**src/rtl/des_round_ctrl.sv**
```systemverilog
// Iterative DES controller: one Feistel round per clock over 16 rounds, with
// the key schedule rotating C/D in place (left for encrypt, right for decrypt).
module des_round_ctrl #(
    parameter int NUM_ROUNDS = 16
) (
    input  logic        clk,
    input  logic        rst,
    input  logic        in_valid,
    output logic        in_ready,
    input  logic [63:0] in_data,
    input  logic [63:0] in_key,
    input  logic        in_decrypt,
    output logic        out_valid,
    input  logic        out_ready,
    output logic [63:0] out_data,
    output logic        busy,
    output logic [4:0]  round_idx
);

    localparam logic [1:0] ST_IDLE  = 2'd0;
    localparam logic [1:0] ST_ROUND = 2'd1;
    localparam logic [1:0] ST_DONE  = 2'd2;

    // Permutation tables use DES numbering: entry 1 is the MSB of the source.
    localparam int IP_T [64] = '{
        58, 50, 42, 34, 26, 18, 10, 2, 60, 52, 44, 36, 28, 20, 12, 4,
        62, 54, 46, 38, 30, 22, 14, 6, 64, 56, 48, 40, 32, 24, 16, 8,
        57, 49, 41, 33, 25, 17,  9, 1, 59, 51, 43, 35, 27, 19, 11, 3,
        61, 53, 45, 37, 29, 21, 13, 5, 63, 55, 47, 39, 31, 23, 15, 7};
    localparam int FP_T [64] = '{
        40, 8, 48, 16, 56, 24, 64, 32, 39, 7, 47, 15, 55, 23, 63, 31,
        38, 6, 46, 14, 54, 22, 62, 30, 37, 5, 45, 13, 53, 21, 61, 29,
        36, 4, 44, 12, 52, 20, 60, 28, 35, 3, 43, 11, 51, 19, 59, 27,
        34, 2, 42, 10, 50, 18, 58, 26, 33, 1, 41,  9, 49, 17, 57, 25};
    localparam int PC1_T [56] = '{
        57, 49, 41, 33, 25, 17,  9,  1, 58, 50, 42, 34, 26, 18,
        10,  2, 59, 51, 43, 35, 27, 19, 11,  3, 60, 52, 44, 36,
        63, 55, 47, 39, 31, 23, 15,  7, 62, 54, 46, 38, 30, 22,
        14,  6, 61, 53, 45, 37, 29, 21, 13,  5, 28, 20, 12,  4};
    localparam int PC2_T [48] = '{
        14, 17, 11, 24,  1,  5,  3, 28, 15,  6, 21, 10,
        23, 19, 12,  4, 26,  8, 16,  7, 27, 20, 13,  2,
        41, 52, 31, 37, 47, 55, 30, 40, 51, 45, 33, 48,
        44, 49, 39, 56, 34, 53, 46, 42, 50, 36, 29, 32};
    localparam int E_T [48] = '{
        32,  1,  2,  3,  4,  5,  4,  5,  6,  7,  8,  9,
         8,  9, 10, 11, 12, 13, 12, 13, 14, 15, 16, 17,
        16, 17, 18, 19, 20, 21, 20, 21, 22, 23, 24, 25,
        24, 25, 26, 27, 28, 29, 28, 29, 30, 31, 32,  1};
    localparam int P_T [32] = '{
        16,  7, 20, 21, 29, 12, 28, 17,  1, 15, 23, 26,  5, 18, 31, 10,
         2,  8, 24, 14, 32, 27,  3,  9, 19, 13, 30,  6, 22, 11,  4, 25};

    // Each S-box is four 16-nibble rows, row 0 in the most significant bits.
    localparam logic [255:0] SBOX [8] = '{
        {64'hE4D12FB83A6C5907, 64'h0F74E2D1A6CB9538, 64'h41E8D62BFC973A50, 64'hFC8249175B3EA06D},
        {64'hF18E6B34972DC05A, 64'h3D47F28EC01A69B5, 64'h0E7BA4D158C6932F, 64'hD8A13F42B67C05E9},
        {64'hA09E63F51DC7B428, 64'hD709346A285ECBF1, 64'hD6498F30B12C5AE7, 64'h1AD069874FE3B52C},
        {64'h7DE3069A1285BC4F, 64'hD8B56F03472C1AE9, 64'hA690CB7DF13E5284, 64'h3F06A1D8945BC72E},
        {64'h2C417AB6853FD0E9, 64'hEB2C47D150FA3986, 64'h421BAD78F9C5630E, 64'hB8C71E2D6F09A453},
        {64'hC1AF92680D34E75B, 64'hAF427C9561DE0B38, 64'h9EF528C3704A1DB6, 64'h432C95FABE17608D},
        {64'h4B2EF08D3C975A61, 64'hD0B7491AE35C2F86, 64'h14BDC37EAF680592, 64'h6BD814A7950FE23C},
        {64'hD2846FB1A93E50C7, 64'h1FD8A374C56B0E92, 64'h7B419CE206ADF358, 64'h21E74A8DFC90356B}};

    function automatic logic [63:0] do_ip(input logic [63:0] x);
        logic [63:0] y;
        y = '0;
        for (int j = 0; j < 64; j++) y[6'(63 - j)] = x[6'(64 - IP_T[j])];
        return y;
    endfunction

    function automatic logic [63:0] do_fp(input logic [63:0] x);
        logic [63:0] y;
        y = '0;
        for (int j = 0; j < 64; j++) y[6'(63 - j)] = x[6'(64 - FP_T[j])];
        return y;
    endfunction

    function automatic logic [55:0] do_pc1(input logic [63:0] x);
        logic [55:0] y;
        y = '0;
        for (int j = 0; j < 56; j++) y[6'(55 - j)] = x[6'(64 - PC1_T[j])];
        return y;
    endfunction

    function automatic logic [47:0] do_pc2(input logic [55:0] x);
        logic [47:0] y;
        y = '0;
        for (int j = 0; j < 48; j++) y[6'(47 - j)] = x[6'(56 - PC2_T[j])];
        return y;
    endfunction

    function automatic logic [47:0] do_e(input logic [31:0] x);
        logic [47:0] y;
        y = '0;
        for (int j = 0; j < 48; j++) y[6'(47 - j)] = x[5'(32 - E_T[j])];
        return y;
    endfunction

    function automatic logic [31:0] do_p(input logic [31:0] x);
        logic [31:0] y;
        y = '0;
        for (int j = 0; j < 32; j++) y[5'(31 - j)] = x[5'(32 - P_T[j])];
        return y;
    endfunction

    // Outer bits of each 6-bit group pick the row, inner four the column.
    function automatic logic [31:0] do_sbox(input logic [47:0] x);
        logic [31:0] y;
        logic [5:0]  six;
        int          sh;
        y = '0;
        for (int b = 0; b < 8; b++) begin
            six = x[6'(47 - 6 * b) -: 6];
            sh  = 4 * (63 - int'({six[5], six[0], six[4:1]}));
            y[5'(31 - 4 * b) -: 4] = 4'(SBOX[b] >> sh);
        end
        return y;
    endfunction

    function automatic logic [1:0] shift_of(input logic [4:0] i);
        return (i == 5'd1 || i == 5'd2 || i == 5'd9 || i == 5'd16) ? 2'd1 : 2'd2;
    endfunction

    function automatic logic [27:0] rot28(input logic [27:0] v, input logic right,
                                          input logic [1:0] n);
        logic [27:0] y;
        y = v;
        if (n == 2'd1)      y = right ? {v[0],   v[27:1]} : {v[26:0], v[27]};
        else if (n == 2'd2) y = right ? {v[1:0], v[27:2]} : {v[25:0], v[27:26]};
        return y;
    endfunction

    logic [1:0]  state;
    logic [31:0] l, r;
    logic [27:0] c, d;
    logic [4:0]  cnt;
    logic        dec;

    logic [1:0]  shamt;
    logic [27:0] c_use, d_use;
    logic [47:0] subkey;
    logic [31:0] r_nxt;

    // Decrypt walks the schedule backwards: PC-1 output already equals C16/D16,
    // so round 1 uses it as-is and later rounds undo the encrypt shift.
    always_comb begin
        shamt = 2'd0;
        if (!dec)             shamt = shift_of(cnt);
        else if (cnt != 5'd1) shamt = shift_of(5'd18 - cnt);
        c_use  = rot28(c, dec, shamt);
        d_use  = rot28(d, dec, shamt);
        subkey = do_pc2({c_use, d_use});
        r_nxt  = l ^ do_p(do_sbox(do_e(r) ^ subkey));
    end

    always_ff @(posedge clk) begin
        if (rst) begin
            state     <= ST_IDLE;
            l         <= '0;
            r         <= '0;
            c         <= '0;
            d         <= '0;
            cnt       <= '0;
            dec       <= 1'b0;
            out_valid <= 1'b0;
            out_data  <= '0;
        end else begin
            case (state)
                ST_IDLE: if (in_valid) begin
                    {l, r} <= do_ip(in_data);
                    {c, d} <= do_pc1(in_key);
                    dec    <= in_decrypt;
                    cnt    <= 5'd1;
                    state  <= ST_ROUND;
                end
                ST_ROUND: begin
                    l <= r;
                    r <= r_nxt;
                    c <= c_use;
                    d <= d_use;
                    if (cnt == 5'(NUM_ROUNDS)) begin
                        // Output block is {R16, L16}: the last swap is undone.
                        out_data  <= do_fp({r_nxt, r});
                        out_valid <= 1'b1;
                        cnt       <= '0;
                        state     <= ST_DONE;
                    end else begin
                        cnt <= cnt + 5'd1;
                    end
                end
                ST_DONE: if (out_ready) begin
                    out_valid <= 1'b0;
                    state     <= ST_IDLE;
                end
                default: state <= ST_IDLE;
            endcase
        end
    end

    assign in_ready  = (state == ST_IDLE);
    assign busy      = (state != ST_IDLE);
    assign round_idx = (state == ST_ROUND) ? cnt : 5'd0;

endmodule

```
**config.mk**
```make
export PLATFORM = sky130hd
export DESIGN_NAME = des_round_ctrl
export DESIGN_NICKNAME = d
export VERILOG_FILES = /design/src/rtl/des_round_ctrl.sv
export SDC_FILE = /design/constraint.sdc
export NUM_CORES = 1
export LEC_CHECK = 0
export BUFFER_PORTS_ARGS = -buffer_cell sky130_fd_sc_hd__clkbuf_2
export CORE_UTILIZATION = 50
export DETAILED_ROUTE_END_ITERATION = 8
export PLACE_DENSITY = 0.85
export SYNTH_ARGS = -nofsm -noshare
export SYNTH_HDL_FRONTEND = slang
export SYNTH_SLANG_ARGS = --single-unit
```
**constraint.sdc**
```tcl
create_clock -name clk -period 13.1 [get_ports clk]
set_input_delay 1.965 -clock clk [delete_from_list [all_inputs] [get_ports clk]]
set_output_delay 1.965 -clock clk [all_outputs]
set_load 0.02 [all_outputs]
```
### Word-level counts from Yosys, hierarchy flattened

Index checks and enable logic that the tools add are counted.

* logic and storage cells: 79
* RAM bits: 0
* input port bits: 133
* bits in read-only memories: 0
* latch bits: 0
* flip-flop bits (word level): 117
* memories kept: 0
* output and inout port bits: 72

* muxes and demuxes: 25
* magnitude comparators: 0
* add/subtract/negate cells: 6
* shift operators: 4
* reduce and logical (&&, ||, !) cells: 16
* equality and inequality tests: 17
* $mul: 0
* divide/modulo/power cells: 0
* bitwise logic cells: 2

Operators by type and width (number)
* $shr A256 B32 Y3 const A: 2
* $shr A255 B32 Y4 const A: 1
* $shr A254 B32 Y2 const A: 1
* $mux W28: 5
* $pmux W32 S2: 2
* $mux W32: 2
* $pmux W28 S2: 1
* $xor A32 B16 Y32: 1
* $sub A6 B6 Y7 const A: 4
* $xor A24 B24 Y24: 1
* $mux W5: 3
* $mux W2: 7
* $eq A5 B1 Y1 const B: 2
* $eq A5 B2 Y1 const B: 2
* $eq A5 B4 Y1 const B: 2
* $eq A5 B5 Y1 const B: 2
* $pmux W5 S2: 1
* $reduce_and A3 Y1: 3
* $logic_or A1 B1 Y1: 6
* $ne A2 B2 Y1 const B: 3
* $pmux W2 S3: 1
* $reduce_and A2 Y1: 3
* $reduce_bool A2 Y1: 3
* $add A5 B1 Y5 const B: 1
* other kinds (8): 11

### Depth between registers and ports, before layout

Gate-level depths: netlist of the first run.

* word-level depth: 16
* gate-level depth with buffers: 25
* gate-level depth less buffers: 22

### Least setup slack after synthesis of the first run

No wires, ideal clock.

* path kind: register to register
* start point: register dec
* end point: register r[10]
* data required time: 12.983 ns
* data arrival time: 4.647 ns
* cell stages (with the launch flop): 25
* setup slack: 8.336 ns
* path buffers: 8
* period minus slack after synthesis: 4.764 ns
* setup time: 0.117 ns
* cells stage by stage: dfxtp_1 buf_6 buf_12 buf_6 buf_4 buf_4 buf_1 o21ai_0 o21a_1 ha_1 buf_2 clkbuf_1 nand2b_1 a211o_1 nand3_2 inv_1 ha_1 or3_1 a221oi_1 o22ai_1 a31oi_1 a22oi_1 a211oi_1 mux2i_1 nand2_1

* longest elaborated chain between the ends: 9
* elaborated cells on any way between the ends: 12
* those cells by class: 1 x add/sub; 2 x eq/ne; 1 x shift; 6 x mux; 2 x bitwise

RTL lines
* from (decl): RTL line 138 `logic dec;`
* from (signal assigned): RTL line 173 `dec <= in_decrypt;`
* $mux W2: RTL line 149 `if (!dec) shamt = shift_of(cnt);`
* $eq A2 B2 Y1: RTL line 130 `else if (n == 2'd2) y = right ? {v[1:0], v[27:2]} : {v[25:0], v[27:26]};`
* $mux W28: RTL line 130
* $mux W28 (*): RTL line 129 `if (n == 2'd1) y = right ? {v[0], v[27:1]} : {v[26:0], v[27]};`
* $xor A24 B24 Y24 (*): RTL line 154 `r_nxt = l ^ do_p(do_sbox(do_e(r) ^ subkey));`
* $sub A6 B6 Y7 (*): RTL line 115 `sh = 4 * (63 - int'({six[5], six[0], six[4:1]}));`
* $shr A255 B32 Y4 (*): RTL line 116 `y[5'(31 - 4 * b) -: 4] = 4'(SBOX[b] >> sh);`
* $xor A32 B16 Y32 (*): RTL line 154
* $pmux W32 S2 (*): RTL line 169 `case (state)`
* to (signal assigned): RTL line 171 `{l, r} <= do_ip(in_data);`
* to (signal assigned): RTL line 179 `r <= r_nxt;`
* to (decl): RTL line 135 `logic [31:0] l, r;`

Mark *: on every way between the ends. The rest lies on a longest branch, timed or not. The select of a mux whose other input is x is not followed.
A chain may end at the register's enable or synchronous reset.

### Final worst setup path of the first run

* start point: register cnt[2]
* end point: register r[10]

* longest elaborated chain between the ends: 16
* elaborated cells on any way between the ends: 29
* those cells by class: 2 x add/sub; 11 x eq/ne; 1 x shift; 7 x mux; 2 x bitwise; 6 x reduce/logical

RTL lines
* from (decl): RTL line 137 `logic [4:0] cnt;`
* from (signal assigned): RTL line 189 `cnt <= cnt + 5'd1;`
* $sub A5 B5 Y5: RTL line 150 `else if (cnt != 5'd1) shamt = shift_of(5'd18 - cnt);`
* $eq A5 B1 Y1 / $eq A5 B2 Y1 (equally long branches): RTL line 122 `return (i == 5'd1 || i == 5'd2 || i == 5'd9 || i == 5'd16) ? 2'd1 : 2'd2;`
* $logic_or A1 B1 Y1 (3 in a row): RTL line 122
* $mux W2: RTL line 122
* $mux W2: RTL line 150
* $mux W2 (*): RTL line 149
* $eq A2 B2 Y1: RTL line 130
* $mux W28: RTL line 130
* $mux W28 (*): RTL line 129
* $xor A24 B24 Y24 (*): RTL line 154
* $sub A6 B6 Y7 (*): RTL line 115
* $shr A255 B32 Y4 (*): RTL line 116
* $xor A32 B16 Y32 (*): RTL line 154
* $pmux W32 S2 (*): RTL line 169

Marks and branches as above.

==> results.toml, run 1 <==
[clock_tree]
cts_resized = 0
htree_num_levels = 3
path_clk_slew_ns = 0.07
cts_buffers = 9
clock_sinks = 88
postCtsSetupBuffers = 0
clk_latency_ns = 0.35
clockBufferDepth = 2
clockRootBuffer = "clkbuf_16"
cts_tree = "yes"
hold_buffers = 0

[setup_path]
critical_path_class = "reg -> reg"
cp_slowest_cell = "buf_4"
start_kind = "flop"
reg2reg_from = "cnt[2]"
required_ns = 13.34
slowest_delay_ns = 0.66
critical_path.max_fanout = 90
setup.worst_path.end_class = "flop"
critPathBufInv = 1
worstSetupStartpoint = "cnt[2]"
path_cells = "a21oi_1, xor2_1, a21oi_1, o21ai_0, mux2_2, a21oi_1, nand2b_1, o211a_1, ha_2, buf_4, nor2_1, a2111o_1, and3_1, ha_1, or3_1, a221oi_1, o22ai_1, a31oi_1, a22oi_1, a211oi_1, mux2i_1, nand2_1"
cpMostUsedCell = "a21oi_1"
crit_family = "compound AO/OA/AOI/OAI gates"
cp.arrival_ns = 6.02

[sta]
max_freq_mhz = 173
fin_skew_ns = 0.00943
drv_slew = 0
slew_headroom_pct = 20.9
fin_ws_ns = 7.32
fin_crit_ns = 5.78
finalCritPeriodShare_pct = 44.1
setup_viol = 0
finalHoldViolCount = 0
tightest_slew_ns = 1.18
rsz0062_at_grt = "no"
tns_ns = 0

[yosys]
avgSynthCellArea_sq_um = 7.64
synth_top_area_share_pct = 23.7
synthTopCellsByArea = "dfxtp_1 (24%), mux2i_1 (10%), nor2_1 (6.0%), buf_4 (5.2%), a21oi_1 (4.8%)"
synth.distinct_cells = 77
yosys.area.top_type = "dfxtp_1"
synth_edf_count = 0
synth_commonest_cells = "nor2_1 (118), dfxtp_1 (88), nand2_1 (86)"
yosysWarnings = 0
yosysSeqAreaShare_pct = 23.7
netlist_instances = 972
synth_seq_cells = 88
async_reset_ff_share_pct = 0
synth.most_common_cell = "nor2_1"
syn-cell-area_sq_um = 7430
ys_dominant_reg_cell = "dfxtp_1"

[grt]
overflow = 0
use_met1_pct = 32.8
grt_busiest_layer = "met2"
antenna_found_initial = 0
grt_pass1_vias = 6192
grt_start_max_net_pins = 91
use_met2_pct = 39.7
use_met3_pct = 4.90
grt_pass1_wl_microns = 30400
grt_usage_pct = 25.0

[min_path]
min-delay-start = "out_data[23]"
hold_class = "reg -> reg"

[floorplan]
design.core.area_sq_um = 14500
fp-row-count = 44
die-width_microns = 124
io_pins = 205
floorplan.die.height_microns = 124
die_area_sq_um = 15400
start_util_pct = 51.1

[final_layout]
final_cells = 1152
area_growth_pct = 3.74
fin_nets = 1123
final-seq-area_sq_um = 1770
drive_gt1_share_pct = 11.7
fillCellCount = 1318
fin_util_pct = 53.0
multi_input_area_sq_um = 4990
diodes = 0

[drt]
wl_microns = 19000
drtPass1Iterations = 6
dr_total_vias = 7097
via_per_inst = 6.16
drc = 0
ant_nets = 0
post_drt_wl_per_cell_microns = 16.5
initialDrtViolationCount = 806

[placed_design]
hpwl_microns = 12700
port_buffers = 56
placedCellCount = 1136
routabilityCongestion = 0.866
place_ws_ns = 7.47

[power]
peakVddDrop_mv = 0.0771
powerDensity_nw_per_um2 = 139
power_leakage_nw = 2.94

[job]
drv_cap = 0

[run_status]
outcome = "completed"
==> layout make-up <==
class,count,area share (%)
Multi-Input combinational cell,772,64.7
Sequential cell,88,22.9
Tap cell,184,2.99
Clock buffer,10,2.97
Clock inverter,6,0.665
Inverter,29,1.41
Timing Repair Buffer,63,4.32
==> registers in the layout (all words and copies together), names as in the netlist <==
signal,flops
l,15
out_data,16
cnt,5
dec,1
r,20
state,2
out_valid,1
d,28
==> report_power, final <==
part / total, W / internal [W] / leakage (nW) / switching (W)
Clock: 0.000248 / 0.000131 / 0.134 / 0.000116
Combinational: 0.000497 / 0.000197 / 2.09 / 0.000300
Sequential: 0.000324 / 0.000285 / 0.718 / 0.0000384
==> cells in the final DEF, fill, tap and decap left out, types with 5 or more instances in the layout <==
cell and count:
nor3_1 10, conb_1 48, or3_1 12, o21a_1 5, a41oi_1 5, nand2b_1 24
buf_4 7, a31oi_1 10, a2111o_1 8, a221oi_1 9, inv_1 27, nand2_1 86
and2_1 9, nor4_1 17, clkbuf_16 9, a211oi_1 26, nand3_1 22, a21oi_1 71
o21ai_0 33, nor2_1 117, and3_1 11, dfxtp_1 87, mux2i_1 76, a22oi_1 29
xnor2_1 6, o2111ai_1 5, ha_1 25, a311oi_1 5, mux2_2 16, o211ai_1 6
clkbuf_2 55, a211o_1 8
==> worst paths after layout <==
kind	to	slack, ns	cells after the start
setup / recovery	r[10]	7.32	22
hold / removal	out_data[23]	0.46	2
setup reg to reg	r[10]	7.32	22
hold reg to reg	out_data[23]	0.46	2
==> metal layers <==
layer / vias up / share of wire (%)
met3: 42 / 9.7
met5: - / 0
met2: 368 / 47
li1: 3405 / -
met4: 0 / 2.8
met1: 3282 / 41
==> through the flow <==
stage,hold WS [ns],total power (W),area [sq um]
3_3_place_gp,0.443,0.000799,7430
6_report,0.457,0.00107,7710
3_5_place_dp,0.446,0.000812,7430
5_1_grt,0.488,0.00114,7710
4_1_cts,0.456,0.00106,7710
2_1_floorplan,0.445,0.000738,7610
==> kinds of logic after synthesis <==
logic type                 count (synthesis)  share of synthesized area, %
and+or+nand+nor                          331                          20.9
AOI/OAI and AO/OA                        260                          24.4
buffers and inverters                    159                          11.8
muxes                                     95                          13.3
DFF                                       88                          23.7
adders and majority gates                 27                          4.55
xor gates and xnor gates                  11                          1.40
other                                      1                        0.0505
==> worst min-delay path, delay by kind of cell, from the launching register on <==
family,cells,cell delay [ns]
AO/OA/AOI/OAI,1,0.05
flip-flops,1,0.31
AND/OR/NAND/NOR,1,0.05
No activity file was read; power rests on OpenSTA's default activity.
==> inputs of run 2 (changes only) <==
Clock period 13.1 ns to 6 ns, I/O delays scaled along.
==> run 2 against run 1 <==
Combinational power grew 120%. Non-clock buffer count grew 5. Global-route usage grew 1.2 points. Sequential power grew 120%. Final area grew 0.65%. Fmax grew 5.3%. Worst setup slack lost 6.8 ns. Critical path depth shrank 1. Via count grew 1.8%. Utilization grew 0.34 points. Clock skew shrank 0.0025 ns. First-iteration DRC count shrank 21%. Highest routed layer unchanged.
==> results.toml, run 2 (synthesized netlist as in run 1, its figures left out) <==
[setup_path]
critical_path_class = "reg -> reg"
critical_path.max_fanout = 24
start_kind = "flop"
cp.arrival_ns = 5.73
setup.worst_path.end_class = "flop"
required_ns = 6.24
rrSetupSlack_ns = 0.51

[clock_tree]
clock_sinks = 88
clockBufferDepth = 2
htree_num_levels = 3
hold_buffers = 0
clockRootBuffer = "clkbuf_16"
postCtsSetupBuffers = 0
cts_tree = "yes"
path_clk_slew_ns = 0.07
clk_latency_ns = 0.35
cts_buffers = 9
cts_resized = 0

[placed_design]
routabilityCongestion = 0.928
placedCellCount = 1141
dpl_cell_area_sq_um = 7480
port_buffers = 56
hpwl_microns = 13500

[grt]
overflow = 0
grt_start_max_net_pins = 68
grt_pass1_wl_microns = 31600
grt_usage_pct = 26.1
antenna_found_initial = 0
grt_pass1_vias = 6387

[drt]
wl_microns = 19900
drc = 0
drtPass1Iterations = 6
ant_nets = 0
initialDrtViolationCount = 633
via_per_inst = 6.25
post_drt_wl_per_cell_microns = 17.2
dr_total_vias = 7227

[floorplan]
design.core.area_sq_um = 14500
fp-row-count = 44
floorplan.die.height_microns = 124
io_pins = 205
die_area_sq_um = 15400
start_util_pct = 51.1
die-width_microns = 124

[final_layout]
area_growth_pct = 4.41
layout_commonest_cell = "nor2_1"
drive_gt1_share_pct = 12.1
reg.largest.list = "d x28, r x20, out_data x16"
largest_register_ffs = 28
final_cells = 1157
fin_nets = 1128
final_area_sq_um = 7760
top_register = "d"
diodes = 0
final_cell_mix = "nor2_1 (117), dfxtp_1 (87), nand2_1 (86), mux2i_1 (76), a21oi_1 (71)"

[sta]
slew_headroom_pct = 22.4
drv_slew = 0
max_freq_mhz = 182
rsz0062_at_grt = "no"
tns_ns = 0
setup_viol = 0
finalHoldViolCount = 0
tightest_slew_ns = 1.16
fin_skew_ns = 0.00692
fin_crit_ns = 5.49
finalCritPeriodShare_pct = 91.5

[power]
combPwrFrac_pct = 47.3
p_sw_share_pct = 42.6
p_clk_share_pct = 22.8
peakVddDrop_mv = 0.201
power_leakage_nw = 2.97
internal_power_w = 0.00135
powerDensity_nw_per_um2 = 304
p_sw_w = 0.00100
power_frac_seq_pct = 29.8

[job]
drv_cap = 0

[run_status]
outcome = "completed"

[min_path]
hold_class = "reg -> reg"
==> run 2: changes by cell type in the layout (fill, tap and decap cells not counted), sizes merged <==
| cell | delta |
|---|---|
| buf | +5 |
| clkinv | +1 |
| inv | -1 |
==> run 2: power groups by stage <==
| stage | registers (W) | clock network, W | logic (W) |
|---|---|---|---|
| after floorplan | 0.000669 | 0 | 0.000941 |
| after global placement | 0.000710 | 0 | 0.00105 |
| after detailed placement | 0.000711 | 0 | 0.00108 |
| after CTS | 0.000698 | 0.000540 | 0.00109 |
| after global routing | 0.000707 | 0.000570 | 0.00122 |
| final | 0.000703 | 0.000538 | 0.00111 |
==> run 2: worst paths after layout <==
kind	to	startpoint	cells past startpoint
worst max-delay path	r[10]	cnt[2]	21
worst min-delay path	out_data[7]	out_data[7]	2
worst max register to register	r[10]	cnt[2]	21
worst min register to register	out_data[7]	out_data[7]	2
==> run 2: routing by layer <==
metal | GRT usage (%) | vias to the layer above | routed length [microns]
met1 | 33.3 | 3380 | 7890
met4 | 13.0 | 0 | 699
met5 | 0 | - | 0
li1 | - | 3416 | -
met3 | 5.04 | 50 | 1880
met2 | 42.0 | 381 | 9400
==> run 2: layout make-up <==
type | instances | area, sq um
Fill cell | 1313 | 6780
Multi-Input combinational cell | 772 | 4990
Sequential cell | 88 | 1770
Timing Repair Buffer | 68 | 383
Tap cell | 184 | 230
Clock buffer | 10 | 229
Inverter | 29 | 109
Clock inverter | 6 | 51.3
==> run 2: critical path, cell delays in order, from the launching register on <==
cell and delay [ns]:
dfxtp_1 0.56, a21oi_1 0.10, xor2_1 0.18, a21oi_1 0.22
o21ai_0 0.12, mux2_2 0.28, a21oi_1 0.18, nand2b_1 0.15
o211a_1 0.16, ha_2 0.51, nor2_1 0.12, a2111o_1 0.41
and3_1 0.31, ha_1 0.34, or3_1 0.33, a221oi_1 0.26
o22ai_1 0.12, a31oi_1 0.25, a22oi_1 0.14, a211oi_1 0.35
mux2i_1 0.23, nand2_1 0.07
==> run 2: metrics by stage <==
step	utilization [%]	hold WS (ns)	power [W]	setup slack, ns
CTS	53.4	0.457	0.00233	0.668
global route	53.4	0.489	0.00250	0.212
finish	53.4	0.456	0.00236	0.511
floorplan	-	0.445	0.00161	1.24
global placement	51.5	0.443	0.00176	0.864
detailed placement	51.5	0.448	0.00179	0.722
==> inputs of run 3 (changes only) <==
Settings changed: REMOVE_ABC_BUFFERS from default to 1.
==> run 3 against run 2 <==
Final area increased by 0.16%. Global-route usage shrank 0.69 points. Sequential share of layout area about the same. Critical path type unchanged. Critical endpoint unchanged. Highest routed layer unchanged. Clock skew increased by 0.0057 ns. Sequential power hardly changed. Via count down 0.32%. Worst setup slack improved by 0.12 ns. First-iteration DRC count is 25% higher. Register-to-register slack improved by 0.12 ns.
==> results.toml, run 3 (synthesized netlist as in run 1, its figures left out) <==
[setup_path]
setup.worst_path.end_class = "flop"
critPathBufInv = 2
cp_slowest_cell = "dfxtp_1"
path_cells = "a21oi_1, xor2_1, a21oi_1, o21ai_0, mux2_2, a21oi_1, o21ai_0, o21a_1, ha_2, buf_4, nor4_1, a31oi_1, nand3_2, inv_2, ha_1, o21ai_0, a221oi_1, o22ai_1, a31oi_1, a22oi_1, a211oi_1, mux2i_1, nand2_1"
start_kind = "flop"
slowest_delay_ns = 0.54
crit_family = "compound AO/OA/AOI/OAI gates"
critical_path_class = "reg -> reg"
required_ns = 6.23
cp.arrival_ns = 5.60
critical_path.max_fanout = 30

[final_layout]
drive_gt1_share_pct = 12.3
largest_register_ffs = 28
final_area_sq_um = 7770
reg.largest.list = "d x28, r x20, out_data x16"
final-seq-area_sq_um = 1770
fin_nets = 1129
area_growth_pct = 4.58
layout_commonest_cell = "nor2_1"
diodes = 0
fillCellCount = 1338
final_cell_mix = "nor2_1 (117), dfxtp_1 (87), nand2_1 (86), mux2i_1 (76), a21oi_1 (71)"
top_register = "d"
multi_input_area_sq_um = 4990

[clock_tree]
clockRootBuffer = "clkbuf_16"
cts_tree = "yes"
clockBufferDepth = 2
postCtsSetupBuffers = 0
hold_buffers = 0
clk_latency_ns = 0.35
clock_sinks = 88
cts_buffers = 9
htree_num_levels = 3
cts_resized = 0
path_clk_slew_ns = 0.07

[sta]
fin_crit_ns = 5.36
tightest_slew_ns = 1.23
tns_ns = 0
max_freq_mhz = 186
rsz0062_at_grt = "no"
drv_slew = 0
fin_skew_ns = 0.0126
slew_headroom_pct = 17.9
finalHoldViolCount = 0
finalCritPeriodShare_pct = 89.4
setup_viol = 0

[power]
combPwrFrac_pct = 46.8
internal_power_w = 0.00136
p_sw_share_pct = 43.4
power_leakage_nw = 2.98
peakVddDrop_mv = 0.185
p_clk_share_pct = 23.9
power_frac_seq_pct = 29.3
p_sw_w = 0.00104
powerDensity_nw_per_um2 = 308

[grt]
antenna_found_initial = 0
grt_pass1_vias = 6414
grt_usage_pct = 25.4
overflow = 0
grt_start_max_net_pins = 67
grt_pass1_wl_microns = 31100

[job]
drv_cap = 0

[floorplan]
io_pins = 205
die_area_sq_um = 15400
die-width_microns = 124
fp-row-count = 44
design.core.area_sq_um = 14500
start_util_pct = 51.1
floorplan.die.height_microns = 124

[drt]
initialDrtViolationCount = 793
ant_nets = 0
via_per_inst = 6.22
dr_total_vias = 7204
wl_microns = 19600
drtPass1Iterations = 7
post_drt_wl_per_cell_microns = 17.0
drc = 0

[run_status]
outcome = "completed"

[min_path]
hold_class = "reg -> reg"

[placed_design]
port_buffers = 56
hpwl_microns = 13200
dpl_cell_area_sq_um = 7470
routabilityCongestion = 0.902
[run 3: through the flow]
| stage | power (W) | hold WS [ns] | setup WS, ns | utilization, % | std cells |
|---|---|---|---|---|---|
| 3_5_place_dp | 0.00179 | 0.449 | 0.696 | 51.4 | 1142 |
| 6_report | 0.00239 | 0.458 | 0.635 | 53.5 | 1158 |
| 4_1_cts | 0.00236 | 0.460 | 0.662 | 53.5 | 1158 |
| 2_1_floorplan | 0.00153 | 0.439 | -1.29 | - | 889 |
| 3_3_place_gp | 0.00176 | 0.443 | 0.912 | 51.4 | 1142 |
| 5_1_grt | 0.00253 | 0.477 | 0.00766 | 53.5 | 1158 |
[run 3: path summary, 6_finish.rpt]
check          startpoint      endpoint  slack (ns)  cells after the start
min          out_data[15]  out_data[15]        0.46                      2
max reg2reg        cnt[2]         r[10]        0.64                     23
max                cnt[2]         r[10]        0.64                     23
min reg2reg  out_data[15]  out_data[15]        0.46                      2
[run 3: layer usage]
metal  global-route usage [%]  routed length, microns  vias up
li1                         -                       -     3411
met1                     34.2                    8180     3359
met2                     40.2                    9160      383
met3                     3.39                    1700       51
met4                     11.6                     601        0
met5                        0                       0        -
[run 3: power by group through the flow]
stage               Clock, W  Sequential (W)  Combinational, W
floorplan                  0        0.000686          0.000846
global placement           0        0.000707           0.00105
detailed placement         0        0.000709           0.00108
CTS                 0.000573        0.000696           0.00109
global route        0.000598        0.000706           0.00122
finish              0.000573        0.000701           0.00112
[run 3: final cells by class]
type                       instances  share of cell area [%]
multi-input combinational        772                    64.2
inverter                          29                    1.40
tap                              184                    2.96
clock inverter                     7                   0.934
clock buffer                       9                    2.90
timing repair buffer              69                    4.86
sequential                        88                    22.7
[run 3: worst min-delay path, cell delays in order, from the launching register on]
cell and delay [ns]:
dfxtp_1 0.31, nand2_1 0.05, a21oi_1 0.05
